[src/rtl/het_pkg.sv]
// Shared types and constants for the heterodyne mixer/decimator.
// Sample, product and accumulator widths live here.
package het_pkg;
   localparam int ADC_W = 14;
   localparam int LO_W = 16;
   localparam int OUT_W = ADC_W + LO_W - 6;
   localparam int PROD_W = 30;
   localparam int ACC_W = 38;
   localparam int DEC_LOG2_MAX = 8;
   localparam int FIFO_DEPTH = 4;

   typedef logic signed [ADC_W-1:0] sample_t;
   typedef logic signed [LO_W-1:0] lo_t;
   typedef logic signed [PROD_W-1:0] prod_t;
   typedef logic signed [ACC_W-1:0] acc_t;
   typedef logic signed [OUT_W-1:0] out_t;

   typedef struct packed {
      logic v;
      logic first;
      logic last;
      logic [3:0] k;
   } tag_t;

   function automatic logic [3:0] clamp_k(input logic [3:0] k);
      return (k > 4'(DEC_LOG2_MAX)) ? 4'(DEC_LOG2_MAX) : k;
   endfunction
endpackage

[src/rtl/het_mixer_decim_if.sv]
// Sample inputs and result stream of the mixer/decimator.
// The slave side is the mixer, the master side feeds and drains it.
interface het_mixer_decim_if;
   import het_pkg::*;

   logic adc_valid;
   sample_t adc_data;
   logic lo_valid;
   lo_t lo_data;
   out_t out_data;
   logic out_valid;
   logic out_ready;

   modport master (
      output adc_valid, adc_data, lo_valid, lo_data, out_ready,
      input out_data, out_valid
   );

   modport slave (
      input adc_valid, adc_data, lo_valid, lo_data, out_ready,
      output out_data, out_valid
   );
endinterface

[src/rtl/het_fifo.sv]
// Small synchronous FIFO with a registered head output.
// A push into a full FIFO succeeds when a pop happens on the same edge.
module het_fifo #(
   parameter int W = 24,
   parameter int DEPTH = 4
) (
   input  logic clk,
   input  logic reset_n,
   input  logic push,
   input  logic [W-1:0] din,
   input  logic pop,
   output logic [W-1:0] dout,
   output logic full,
   output logic empty
);
   localparam int AW = $clog2(DEPTH);

   logic [W-1:0] mem [DEPTH];
   logic [AW-1:0] rd, wr, rd_nx, wr_nx;
   logic [AW:0] cnt;
   logic [W-1:0] head_nx;
   logic do_push, do_pop;

   assign full = (cnt == (AW+1)'(DEPTH));
   assign empty = (cnt == '0);
   assign do_pop = pop & ~empty;
   assign do_push = push & (~full | do_pop);
   assign rd_nx = (rd == AW'(DEPTH-1)) ? '0 : rd + 1'b1;
   assign wr_nx = (wr == AW'(DEPTH-1)) ? '0 : wr + 1'b1;

   // next head: new data when it lands in an empty slot, else the following entry
   always_comb begin
      head_nx = dout;
      if (do_push & (empty | (do_pop & cnt == (AW+1)'(1))))
         head_nx = din;
      else if (do_pop & cnt > (AW+1)'(1))
         head_nx = mem[rd_nx];
   end

   // storage write, no reset needed since occupancy is tracked separately
   always_ff @(posedge clk) begin
      if (do_push)
         mem[wr] <= din;
   end

   // pointers, occupancy and registered head
   always_ff @(posedge clk) begin
      if (!reset_n) begin
         rd <= '0;
         wr <= '0;
         cnt <= '0;
         dout <= '0;
      end else begin
         dout <= head_nx;
         if (do_push)
            wr <= wr_nx;
         if (do_pop)
            rd <= rd_nx;
         unique case ({do_push, do_pop})
            2'b10: cnt <= cnt + 1'b1;
            2'b01: cnt <= cnt - 1'b1;
            default: cnt <= cnt;
         endcase
      end
   end
endmodule

[src/rtl/het_mixer_decim.sv]
// Mixes ADC samples with the NCO sine and dumps rounded block means
// over 2^k pairs into a small output FIFO.
module het_mixer_decim
   import het_pkg::*;
(
   input  logic clk,
   input  logic reset_n,
   input  logic clken,
   input  logic [3:0] dec_log2,
   input  logic clear_ovf,
   output logic overflow,
   het_mixer_decim_if.slave bus
);
   localparam int CW = DEC_LOG2_MAX + 1;

   logic accept, first, last;
   logic [3:0] k_in, k_reg, k_cur;
   logic [DEC_LOG2_MAX-1:0] cnt;
   logic [CW-1:0] last_cnt;
   tag_t t1, t2;
   sample_t s1_adc;
   lo_t s1_lo;
   prod_t s2_prod;
   acc_t acc, sum, rnd;
   out_t res;
   logic res_v, full, empty, pop;

   assign accept = clken & bus.adc_valid & bus.lo_valid;
   assign k_in = clamp_k(dec_log2);
   assign first = (cnt == '0);
   assign k_cur = first ? k_in : k_reg;
   assign last_cnt = CW'((1 << k_cur) - 1);
   assign last = ({1'b0, cnt} == last_cnt);

   // block position; k is captured on a block's first pair
   always_ff @(posedge clk) begin
      if (!reset_n) begin
         cnt <= '0;
         k_reg <= '0;
      end else if (accept) begin
         if (first)
            k_reg <= k_in;
         cnt <= last ? '0 : cnt + 1'b1;
      end
   end

   // S1: capture the sample pair with its block tag
   always_ff @(posedge clk) begin
      if (!reset_n) begin
         t1 <= '0;
         s1_adc <= '0;
         s1_lo <= '0;
      end else begin
         t1 <= '{v: accept, first: first, last: last, k: k_cur};
         if (accept) begin
            s1_adc <= bus.adc_data;
            s1_lo <= bus.lo_data;
         end
      end
   end

   // S2: signed product
   always_ff @(posedge clk) begin
      if (!reset_n) begin
         t2 <= '0;
         s2_prod <= '0;
      end else begin
         t2 <= t1;
         if (t1.v)
            s2_prod <= prod_t'(s1_adc) * prod_t'(s1_lo);
      end
   end

   assign sum = (t2.first ? acc_t'(0) : acc) + acc_t'(s2_prod);
   assign rnd = (sum + (acc_t'(1) << (t2.k + 4'd5))) >>> (t2.k + 4'd6);

   // S3: integrate, and on the last pair dump the rounded mean
   always_ff @(posedge clk) begin
      if (!reset_n) begin
         acc <= '0;
         res <= '0;
         res_v <= 1'b0;
      end else begin
         res_v <= t2.v & t2.last;
         if (t2.v) begin
            acc <= sum;
            if (t2.last)
               res <= out_t'(rnd);
         end
      end
   end

   assign pop = bus.out_valid & bus.out_ready;
   assign bus.out_valid = ~empty;

   // sticky drop flag; a new drop beats a clear on the same edge
   always_ff @(posedge clk) begin
      if (!reset_n)
         overflow <= 1'b0;
      else if (res_v & full & ~pop)
         overflow <= 1'b1;
      else if (clear_ovf)
         overflow <= 1'b0;
   end

   het_fifo #(
      .W(OUT_W),
      .DEPTH(FIFO_DEPTH)
   ) u_fifo (
      .clk(clk),
      .reset_n(reset_n),
      .push(res_v),
      .din(res),
      .pop(pop),
      .dout(bus.out_data),
      .full(full),
      .empty(empty)
   );
endmodule

[src/flat_wrapper.sv]
// flat-port wrapper written by rule: the top's interface ports become plain ports
module het_mixer_decim_flat import het_pkg::*;
  (clk, reset_n, clken, dec_log2, clear_ovf, overflow, bus_adc_valid, bus_adc_data, bus_lo_valid, bus_lo_data, bus_out_ready, bus_out_data, bus_out_valid);
  het_mixer_decim_if bus_i ();
  input  logic clk;
  input  logic reset_n;
  input  logic clken;
  input  logic [3:0] dec_log2;
  input  logic clear_ovf;
  output logic overflow;
  input wire logic [$bits(bus_i.adc_valid)-1:0] bus_adc_valid;
  input wire logic [$bits(bus_i.adc_data)-1:0] bus_adc_data;
  input wire logic [$bits(bus_i.lo_valid)-1:0] bus_lo_valid;
  input wire logic [$bits(bus_i.lo_data)-1:0] bus_lo_data;
  input wire logic [$bits(bus_i.out_ready)-1:0] bus_out_ready;
  output wire logic [$bits(bus_i.out_data)-1:0] bus_out_data;
  output wire logic [$bits(bus_i.out_valid)-1:0] bus_out_valid;
  assign bus_i.adc_valid = bus_adc_valid;
  assign bus_i.adc_data = bus_adc_data;
  assign bus_i.lo_valid = bus_lo_valid;
  assign bus_i.lo_data = bus_lo_data;
  assign bus_i.out_ready = bus_out_ready;
  assign bus_out_data = bus_i.out_data;
  assign bus_out_valid = bus_i.out_valid;
  het_mixer_decim u_core (.clk(clk), .reset_n(reset_n), .clken(clken), .dec_log2(dec_log2), .clear_ovf(clear_ovf), .overflow(overflow), .bus(bus_i));
endmodule
[config.mk]
export PLATFORM = sky130hd
export DESIGN_NAME = het_mixer_decim_flat
export DESIGN_NICKNAME = d
export VERILOG_FILES = /design/src/rtl/het_pkg.sv /design/src/rtl/het_mixer_decim_if.sv /design/src/rtl/het_fifo.sv /design/src/rtl/het_mixer_decim.sv /design/src/flat_wrapper.sv
export SDC_FILE = /design/constraint.sdc
export NUM_CORES = 1
export LEC_CHECK = 0
export BUFFER_PORTS_ARGS = -buffer_cell sky130_fd_sc_hd__buf_2
export CORE_MARGIN = 4
export CORE_UTILIZATION = 50
export CTS_CLUSTER_DIAMETER = 100
export DETAILED_ROUTE_END_ITERATION = 16
export PLACE_DENSITY = 0.73
export SYNTH_ARGS = -nofsm -noshare
export SYNTH_HDL_FRONTEND = slang
export SYNTH_SLANG_ARGS = --single-unit
[constraint.sdc]
create_clock -name clk -period 8.86 [get_ports clk]
set_input_delay 0.443 -clock clk [delete_from_list [all_inputs] [get_ports clk]]
set_output_delay 0.443 -clock clk [all_outputs]
set_load 0.02 [all_outputs]
==> results of run 1 <==
## cells in the mapped netlist (9+ instances only)
cell	count	area (um2)
o21bai_1	15	113
o21ai_0	70	350
nor2_1	216	811
nor4_1	12	75.1
and2_1	140	876
and3_1	22	138
xnor2_1	62	543
clkbuf_1	117	439
o31ai_1	9	67.6
fa_1	221	4420
mux2_2	11	124
nor3_1	39	195
nand3_1	54	270
nand4_1	21	131
nand2_1	274	1030
buf_1	15	56.3
a211oi_1	51	383
mux4_2	28	631
ha_1	139	1740
a21o_1	28	210
nand2b_1	20	125
o21ai_1	12	60.1
nor2b_1	44	275
a31oi_1	18	113
inv_1	277	1040
a21oi_1	146	731
o211ai_1	14	105
xor2_1	31	272
o21a_1	17	128
edfxtp_1	96	2880
mux2i_1	121	1210
dfxtp_1	181	3620
## power by group
| part | total (uW) | internal [uW] | switching (uW) |
|---|---|---|---|
| Combinational | 302 | 125 | 177 |
| Clock | 1290 | 738 | 552 |
| Sequential | 1350 | 1320 | 31.4 |
| Total | 2940 | 2180 | 761 |
## worst max-delay path by stage
| stage | end | from | slack [ns] | depth (start not counted) |
|---|---|---|---|---|
| 4_1_cts | u_core.s2_prod[28] | u_core.s1_lo[7] | 2.11 | 24 |
| 2_1_floorplan | u_core.s2_prod[26] | u_core.s1_lo[7] | 2.68 | 24 |
| 3_5_place_dp | u_core.s2_prod[28] | u_core.s1_lo[6] | 2.14 | 24 |
| 3_3_place_gp | u_core.s2_prod[28] | u_core.s1_lo[7] | 2.22 | 24 |
| 5_1_grt | u_core.res[23] | u_core.t2[5] | 1.67 | 25 |
| 6_report | u_core.s2_prod[28] | u_core.s1_lo[6] | 2.07 | 24 |
## layer usage
layer,vias to the layer above,track usage [%]
li1,9057,-
met1,9337,28.1
met5,-,0
met3,123,1.98
met4,0,6.92
met2,464,38.3
## cell families after synthesis
group | share of synthesized area [%]
compound gates | 12.5
xor+xnor | 3.43
fa+ha+maj | 25.1
buf+inv | 6.53
flops | 26.5
mux | 8.32
simple gates | 17.7
## worst max-delay path: cells and delay by family, from the launching register on
family	cells	cell delay (ns)
adder cells (fa/ha/maj)	7	3.14
buffers and inverters	6	0.30
AND/OR/NAND/NOR	2	0.47
flip-flops	1	0.51
AO/OA/AOI/OAI	9	2.22
## per-stage QoR
step,worst slack [ns],hold WS (ns),area (um2),util (%)
global route,1.67,0.0733,26400,54.7
CTS,2.11,0.0644,26400,54.7
detailed placement,2.14,0.422,25300,52.6
floorplan,2.68,0.412,24600,-
global placement,2.22,0.421,25300,52.6
finish,2.07,0.0974,26400,54.7
## cell type report
type / count / area, um2 / area share [%]
Multi-Input combinational cell: 1971 / 16500 / 62.5
Sequential cell: 277 / 6510 / 24.7
Inverter: 278 / 1050 / 3.97
Clock buffer: 41 / 883 / 3.35
Tap cell: 656 / 821 / 3.11
Timing Repair Buffer: 85 / 473 / 1.79
Clock inverter: 16 / 149 / 0.565
==> flow_metrics.tcl, run 1 <==
set metrics [dict create \
    dr.pass1.iters 7 \
    hold_depth 3 \
    worst-path-max-fanout 15 \
    worstSetupPathType "flop to flop" \
    track_usage_pct 21.6 \
    largest-register "u_core.u_fifo.mem" \
    power.density_nw_per_um2 112 \
    final_antenna_net_count 0 \
    synth_top_flop_cell "dfxtp_1" \
    wl_met3_um 2100 \
    final_common_cell "inv_1" \
    crit_required_ns 9.30 \
    synth_edf_count 96 \
    startpoint_type "flop" \
    final-setup-viol-count 0 \
    final.setup.tns_ns 0 \
    r2r_start "u_core.s1_lo[6]" \
    holdPathEnd "u_core.s1_lo[5]" \
    met1_length_um 24800 \
    p_leak_uw 0.0116 \
    place_inst 3267 \
    die_h_um 230 \
    first_global_vias 18800 \
    cpPeakStageDelay_ns 0.79 \
    rsz0062_at_grt "false" \
    gp_congestion 0.928 \
    grt_pass1_wl_um 95800 \
    clk_pin_slew_worst_paths_ns 0.06 \
    crit_path_cell_trace "and2_1 -> fa_1 -> inv_1 -> fa_1 -> inv_1 -> fa_1 -> inv_1 -> fa_1 -> inv_1 -> fa_1 -> inv_1 -> fa_1 -> inv_1 -> ha_1 -> o41ai_1 -> o211ai_1 -> nand3_1 -> a31oi_1 -> a41o_1 -> o21a_1 -> o21bai_1 -> a21oi_1 -> o21ai_0 -> a21oi_1" \
    syn-cell-area_um2 24600 \
    pin_count 67 \
    start_util_pct 51.0 \
    syn_inst 2669 \
    fin_cells 3324 \
    ir_worst_vdd_mv 0.132 \
    hold_class "input pin to flop" \
    tightestPinTransition_ns 1.24 \
    synth_fp_nets 3070 \
    die_x_um 230 \
    crit_path_top_delay_cell "o41ai_1" \
    timing.max_cap.violations 0 \
    cts_tree "yes" \
    h-tree-depth 1 \
    dieArea_um2 52800 \
    ff2ff_path_depth 24 \
    slew_headroom_pct 17.5 \
    overflow 0 \
    fmax_mhz 147 \
    wl_met2_um 28900 \
    ys_types 96 \
    rr_endpoint "u_core.s2_prod[28]" \
    syn2layout_area_growth_pct 7.25 \
    slew_viol_final 0 \
    crit_arrival_ns 7.22 \
    largest_register_ffs 96 \
    final_nets 3045 \
    largestRegisters "u_core.u_fifo.mem: 96 flops, u_core.acc: 38 flops, u_core.s2_prod: 30 flops" \
    dp_hpwl_um 44000 \
    wl_um 57700 \
    clock-root-buffer "clkbuf_16" \
    end_kind "flop" \
    io_buffers 66 \
    cts_buffers 31 \
    drc 0 \
    routedWlPerCell_um 17.3 \
    grt_max_degree 75 \
    vias_per_cell 5.71 \
    grt_antenna_before_repair 0 \
    fin_worst_skew_ns 0.0108 \
    avgSynthCellArea_um2 9.21 \
    routed.top_layer "met4" \
    hold_viol 0 \
    synth-seq-area-share_pct 26.5 \
    cts_sinks 277 \
    postCtsResizedCells 0 \
    finalCritPeriodShare_pct 76.6 \
    antenna_cells 0 \
    clk_path_buf_depth 3 \
    status "finished, final reports clean" \
    cts_setup_buffers 0 \
    ys_async_sr_fraction_pct 0 \
    drtIter0Drc 1355 \
    core_um2 48100 \
    timing.reg2reg.setup_slack_ns 2.07 \
    clkLatencyLatePin_ns 0.58 \
    yosys_warnings 0 \
    fin_crit_ns 6.79 \
    fill_cells 4245 \
    total_power_uw 2940 \
    route.vias.total 19000 \
    ys_ff_latch 277 \
    hp-start "bus_lo_data[5]" \
    final_cell_mix "inv_1, nand2_1, fa_1" \
    drive_above_1_share_pct 8.28 \
    cts_hold_buf 0 \
    rows 80 \
]
(Power assumes the default switching activity.)
==> inputs of run 2 (changes only) <==
==> constraint.sdc (replaced) <==
create_clock -name clk -period 6.6 [get_ports clk]
set_input_delay 0.33 -clock clk [delete_from_list [all_inputs] [get_ports clk]]
set_output_delay 0.33 -clock clk [all_outputs]
set_load 0.02 [all_outputs]
==> run 2 against run 1 <==
Against the previous run: hold slack worse by 0.067 ns; setup slack worse by 1.8 ns; clock skew up 0.013 ns; critical path type unchanged; cell area up 2.2%; power up 43%; global-route usage up 0.71 points.
==> flow_metrics.tcl, run 2 (same netlist as run 1, synthesis figures left out) <==
set metrics [dict create \
    status "finished, final reports clean" \
    cts_sinks 277 \
    hold_class "input pin to flop" \
    fmax_mhz 159 \
    slew_headroom_pct 17.7 \
    rows 80 \
    final_nets 3096 \
    cts_tree "yes" \
    overflow 0 \
    antenna_cells 0 \
    worst-path-max-fanout 13 \
    route.vias.total 19200 \
    timing.max_cap.violations 0 \
    total_power_uw 4200 \
    drive_above_1_share_pct 10.2 \
    final_util_pct 56.0 \
    io_buffers 66 \
    dp_hpwl_um 45000 \
    clk_pin_slew_worst_paths_ns 0.06 \
    clkLatencyLatePin_ns 0.55 \
    startpoint_type "flop" \
    die_h_um 230 \
    hold_viol 0 \
    place_inst 3306 \
    p_seq_share_pct 42.7 \
    fin_worst_skew_ns 0.0236 \
    track_usage_pct 22.3 \
    clock-root-buffer "clkbuf_16" \
    rsz0062_at_grt "true" \
    routedWlPerCell_um 17.4 \
    timing.reg2reg.setup_slack_ns 0.30 \
    crit_arrival_ns 6.71 \
    final_antenna_net_count 0 \
    dieArea_um2 52800 \
    grt_antenna_before_repair 0 \
    pin_count 67 \
    crit_required_ns 7.01 \
    vias_per_cell 5.70 \
    drtIter0Drc 1360 \
    gp_congestion 0.897 \
    p_leak_uw 0.0119 \
    fin_crit_ns 6.30 \
    worstSetupPathType "flop to flop" \
    start_util_pct 51.0 \
    grt_max_degree 85 \
    largest-register "u_core.u_fifo.mem" \
    tightestPinTransition_ns 1.23 \
    p_int_uw 3110 \
    finalCritPeriodShare_pct 95.4 \
    largestRegisters "u_core.u_fifo.mem: 96 flops, u_core.acc: 38 flops, u_core.s2_prod: 30 flops" \
    grt_pass1_wl_um 98200 \
    clockPowerShare_pct 46.8 \
    fin_cells 3377 \
    drc 0 \
    slew_viol_final 0 \
    end_kind "flop" \
    p_comb_share_pct 10.5 \
    final-setup-viol-count 0 \
    ir_worst_vdd_mv 0.176 \
    swShare_pct 25.7 \
    dr.pass1.iters 5 \
    first_global_vias 19500 \
    die_x_um 230 \
    power.density_nw_per_um2 156 \
    h-tree-depth 2 \
    wl_um 58900 \
    power.switching_uw 1080 \
    final_common_cell "inv_1" \
    core_um2 48100 \
    largest_register_ffs 96 \
    syn2layout_area_growth_pct 9.65 \
    cts_buffers 35 \
    cts_setup_buffers 0 \
    final_cell_mix "inv_1, nand2_1, fa_1" \
    clk_path_buf_depth 3 \
]
## run 2: changes by cell type in the layout (fill, tap and decap cells not counted), moves of 3 or more
| cell | previous run | this run |
|---|---|---|
| buf_4 | 19 | 57 |
| clkbuf_16 | 31 | 39 |
| clkbuf_8 | 7 | 3 |
| clkinv_4 | 1 | 4 |
| dfxtp_1 | 178 | 172 |
| dfxtp_2 | 3 | 9 |
| dlygate4sd3_1 | 0 | 8 |
## run 2: layout make-up
type | count | area (um2)
repair buffers | 132 | 850
multi-input cells | 1971 | 16500
well taps | 656 | 821
clock buffers | 46 | 1030
fillers | 4143 | 21200
inverters | 278 | 1050
flip-flops and latches | 277 | 6520
clock inverters | 17 | 179
## run 2: worst paths after layout
| kind | start | end | cells past startpoint |
|---|---|---|---|
| max | u_core.s1_lo[8] | u_core.s2_prod[29] | 24 |
| min | bus_adc_data[10] | u_core.s1_adc[10] | 3 |
| max reg2reg | u_core.s1_lo[8] | u_core.s2_prod[29] | 24 |
| min reg2reg | u_core.t1[2] | u_core.t2[2] | 1 |
## run 2: power by group through the flow
stage          clock [uW]  sequential (uW)  combinational (uW)
6_report             1960             1790                 440
5_1_grt              2080             1790                 489
4_1_cts              2010             1790                 442
3_5_place_dp            0             1830                 436
3_3_place_gp            0             1830                 423
2_1_floorplan           0             1820                 327
## run 2: repair_timing
item / in CTS / in global routing
gates resized for setup: 0 / 15
endpoints found under the hold margin: 8 / 0
setup endpoints to repair: 0 / 6
hold buffers: 8 / 0
## run 2: layer usage
metal	routed length (um)	global-route usage, %	up-vias
met2	29200	39.0	511
met3	2810	2.75	113
met5	0	0	-
met1	25300	29.1	9465
met4	1600	7.13	0
li1	-	-	9155
## run 2: per-stage QoR
step / instance area, um2 / worst slack (ns) / setup TNS [ns] / hold WS (ns)
floorplan: 24600 / 0.425 / 0 / 0.412
global placement: 25600 / 0.349 / 0 / 0.420
detailed placement: 25600 / 0.193 / 0 / 0.420
CTS: 26900 / 0.174 / 0 / 0.000589
global route: 26900 / -0.0740 / -0.0773 / 0.0129
finish: 26900 / 0.303 / 0 / 0.0300
## run 2: worst max-delay path, cell delays in order, from the launching register on
cell and delay, ns:
dfxtp_1 0.39, buf_6 0.19, nand2_1 0.09, fa_1 0.48, fa_1 0.49, inv_1 0.05, fa_1 0.49, inv_1 0.05
fa_1 0.55, fa_1 0.43, fa_1 0.49, inv_1 0.04, ha_1 0.34, and2_1 0.20, o211ai_1 0.32, o31ai_2 0.13
o21a_1 0.21, nand2_1 0.09, a31oi_1 0.11, a41o_1 0.28, o21a_1 0.18, nor2_2 0.17, o21a_1 0.16, nand4b_1 0.09
o311a_1 0.15
==> inputs of run 3 (changes only) <==
--- a/config.mk
+++ b/config.mk
@@ -10,7 +10,7 @@
 export CORE_UTILIZATION = 50
 export CTS_CLUSTER_DIAMETER = 100
 export DETAILED_ROUTE_END_ITERATION = 16
-export PLACE_DENSITY = 0.73
+export PLACE_DENSITY = 0.78
 export SYNTH_ARGS = -nofsm -noshare
 export SYNTH_HDL_FRONTEND = slang
 export SYNTH_SLANG_ARGS = --single-unit
==> run 3 against run 2 <==
Against the previous run: largest cell class unchanged; power shrank 7.8%; clock power down 16%; sequential cell count did not move; critical path depth is 3 lower; die area is the same; global-route usage fell by 0.23 points; sequential share of layout area rose by 0.22 points; clock-buffer cell count decreased by 7; hold slack worse by 0.016 ns; non-clock buffer count increased by 1; utilization down 0.39 points; critical endpoint is now u_core.s2_prod[26].
==> flow_metrics.tcl, run 3 (same netlist as run 1, synthesis figures left out) <==
set metrics [dict create \
    power.density_nw_per_um2 145 \
    ir_worst_vdd_mv 0.174 \
    crit_path_cell_trace "nand2_1 -> fa_1 -> fa_1 -> inv_1 -> fa_1 -> fa_1 -> fa_1 -> inv_1 -> fa_1 -> inv_1 -> ha_1 -> a21oi_2 -> and2_1 -> o211ai_1 -> nand3_1 -> a31oi_2 -> a41o_1 -> o21a_1 -> o21a_1 -> o2111ai_1 -> o311ai_0" \
    p_int_uw 2870 \
    end_kind "flop" \
    start_util_pct 51.0 \
    cts_tree "yes" \
    p_comb_share_pct 11.3 \
    clock-root-buffer "clkbuf_16" \
    largest_register_ffs 96 \
    cp.buffers_inverters 3 \
    io_buffers 66 \
    gp_congestion 0.918 \
    drc 0 \
    rows 80 \
    finalCritPeriodShare_pct 95.4 \
    drtIter0Drc 1157 \
    startpoint_type "flop" \
    crit_arrival_ns 6.73 \
    timing.max_cap.violations 0 \
    swShare_pct 25.8 \
    hold_class "input pin to flop" \
    antenna_cells 0 \
    clk_pin_slew_worst_paths_ns 0.06 \
    rr_endpoint "u_core.s2_prod[26]" \
    path_delay_family "adder cells" \
    first_global_vias 19800 \
    final_nets 3092 \
    fin_crit_ns 6.30 \
    final_antenna_net_count 0 \
    final_cell_mix "inv_1, nand2_1, fa_1" \
    core_um2 48100 \
    final_common_cell "inv_1" \
    die_x_um 230 \
    routedWlPerCell_um 17.4 \
    cts_buffers 30 \
    track_usage_pct 22.1 \
    hp-start "bus_adc_data[9]" \
    final-setup-viol-count 0 \
    dr.pass1.iters 5 \
    clk_path_buf_depth 3 \
    grt_antenna_before_repair 0 \
    dp_hpwl_um 44800 \
    fin_worst_skew_ns 0.0164 \
    clkLatencyLatePin_ns 0.59 \
    holdPathEnd "u_core.s1_adc[9]" \
    worst-path-max-fanout 9 \
    largestRegisters "u_core.u_fifo.mem: 96 flops, u_core.acc: 38 flops, u_core.s2_prod: 30 flops" \
    fmax_mhz 159 \
    route.vias.total 19200 \
    vias_per_cell 5.71 \
    grt_pass1_wl_um 98200 \
    drive_above_1_share_pct 9.91 \
    rsz0062_at_grt "true" \
    status "finished, final reports clean" \
    wl_um 58700 \
    crit_path_frequent_cell "fa_1" \
    hold_depth 3 \
    slew_headroom_pct 21.7 \
    syn2layout_area_growth_pct 8.89 \
    worstSetupPathType "flop to flop" \
    timing.reg2reg.setup_slack_ns 0.30 \
    p_seq_share_pct 46.4 \
    power.switching_uw 999 \
    clockPowerShare_pct 42.3 \
    fill_cells 4168 \
    dpl-instance-area_um2 25600 \
    h-tree-depth 1 \
    fin_area_um2 26800 \
    r2r_start "u_core.s1_adc[7]" \
    die_h_um 230 \
    final.setup.tns_ns 0 \
    p_leak_uw 0.0118 \
    pin_count 67 \
    cpPeakStageDelay_ns 0.55 \
    ff2ff_path_depth 21 \
    fin_cells 3371 \
    overflow 0 \
    tightestPinTransition_ns 1.17 \
    slew_viol_final 0 \
    largest-register "u_core.u_fifo.mem" \
    dieArea_um2 52800 \
    crit_required_ns 7.03 \
    grt_max_degree 75 \
    hold_viol 0 \
    cts_sinks 277 \
    place_inst 3298 \
    crit_path_top_delay_cell "fa_1" \
]
==> run 3: cell types whose count changed in the layout (fill, tap and decap cells not counted), moves of 4 or more <==
cell           change
buf_4              -6
clkbuf_16          -8
clkinv_2           +4
dlygate4sd3_1      +8
dfxtp_1            -6
==> run 3: repair_timing <==
item                                   in CTS  in global routing
endpoints found under the hold margin      16                  0
resized for setup                           0                 25
buffers inserted                            0                  1
hold buffers                               16                  0
setup endpoints to repair                   0                  7
==> run 3: routing by layer <==
metal	routed length, um	track usage [%]	vias to the layer above
li1	-	-	9119
met2	30000	40.3	534
met5	0	0	-
met1	24400	27.9	9479
met4	1530	6.03	0
met3	2720	2.34	117
==> run 3: worst max path at each step <==
stage	startpoint	endpoint	depth (start not counted)
after floorplan	u_core.s1_lo[7]	u_core.s2_prod[26]	24
after global placement	u_core.s1_lo[7]	u_core.s2_prod[29]	21
after detailed placement	u_core.s1_lo[7]	u_core.s2_prod[29]	21
after CTS	u_core.s1_lo[7]	u_core.s2_prod[26]	21
after global routing	u_core.s1_lo[7]	u_core.s2_prod[28]	26
final	u_core.s1_adc[7]	u_core.s2_prod[26]	21
==> run 3: through the flow <==
| step | hold WS [ns] | utilization, % | setup WS, ns | total power [uW] |
|---|---|---|---|---|
| 5_1_grt | 0.00878 | 55.6 | -0.0425 | 4030 |
| 3_5_place_dp | 0.419 | 53.1 | 0.0631 | 2260 |
| 2_1_floorplan | 0.412 | - | 0.425 | 2150 |
| 6_report | 0.0145 | 55.6 | 0.304 | 3870 |
| 4_1_cts | 0.00239 | 55.4 | 0.0211 | 3910 |
| 3_3_place_gp | 0.417 | 53.1 | 0.253 | 2240 |
==> run 3: worst min-delay path: cells and delay by family <==
| kind | cells | cell delay, ns |
|---|---|---|
| AOI/OAI and AO/OA | 1 | 0.06 |
| and+or+nand+nor | 1 | 0.05 |
| buffers and inverters | 1 | 0.10 |
==> run 3: power by group through the flow <==
stage	Sequential [uW]	Combinational, uW	Clock [uW]
6_report	1800	437	1640
5_1_grt	1800	487	1750
4_1_cts	1800	438	1670
3_5_place_dp	1830	427	0
3_3_place_gp	1830	413	0
2_1_floorplan	1820	327	0
==> run 3: area by class of cell <==
cell class / count / area (um2) / share of cell area (%)
multi-input combinational: 1971 / 16500 / 61.7
sequential: 277 / 6530 / 24.4
tap: 656 / 821 / 3.07
clock buffer: 39 / 816 / 3.05
inverter: 278 / 1050 / 3.91
timing repair buffer: 133 / 873 / 3.26
clock inverter: 17 / 154 / 0.575
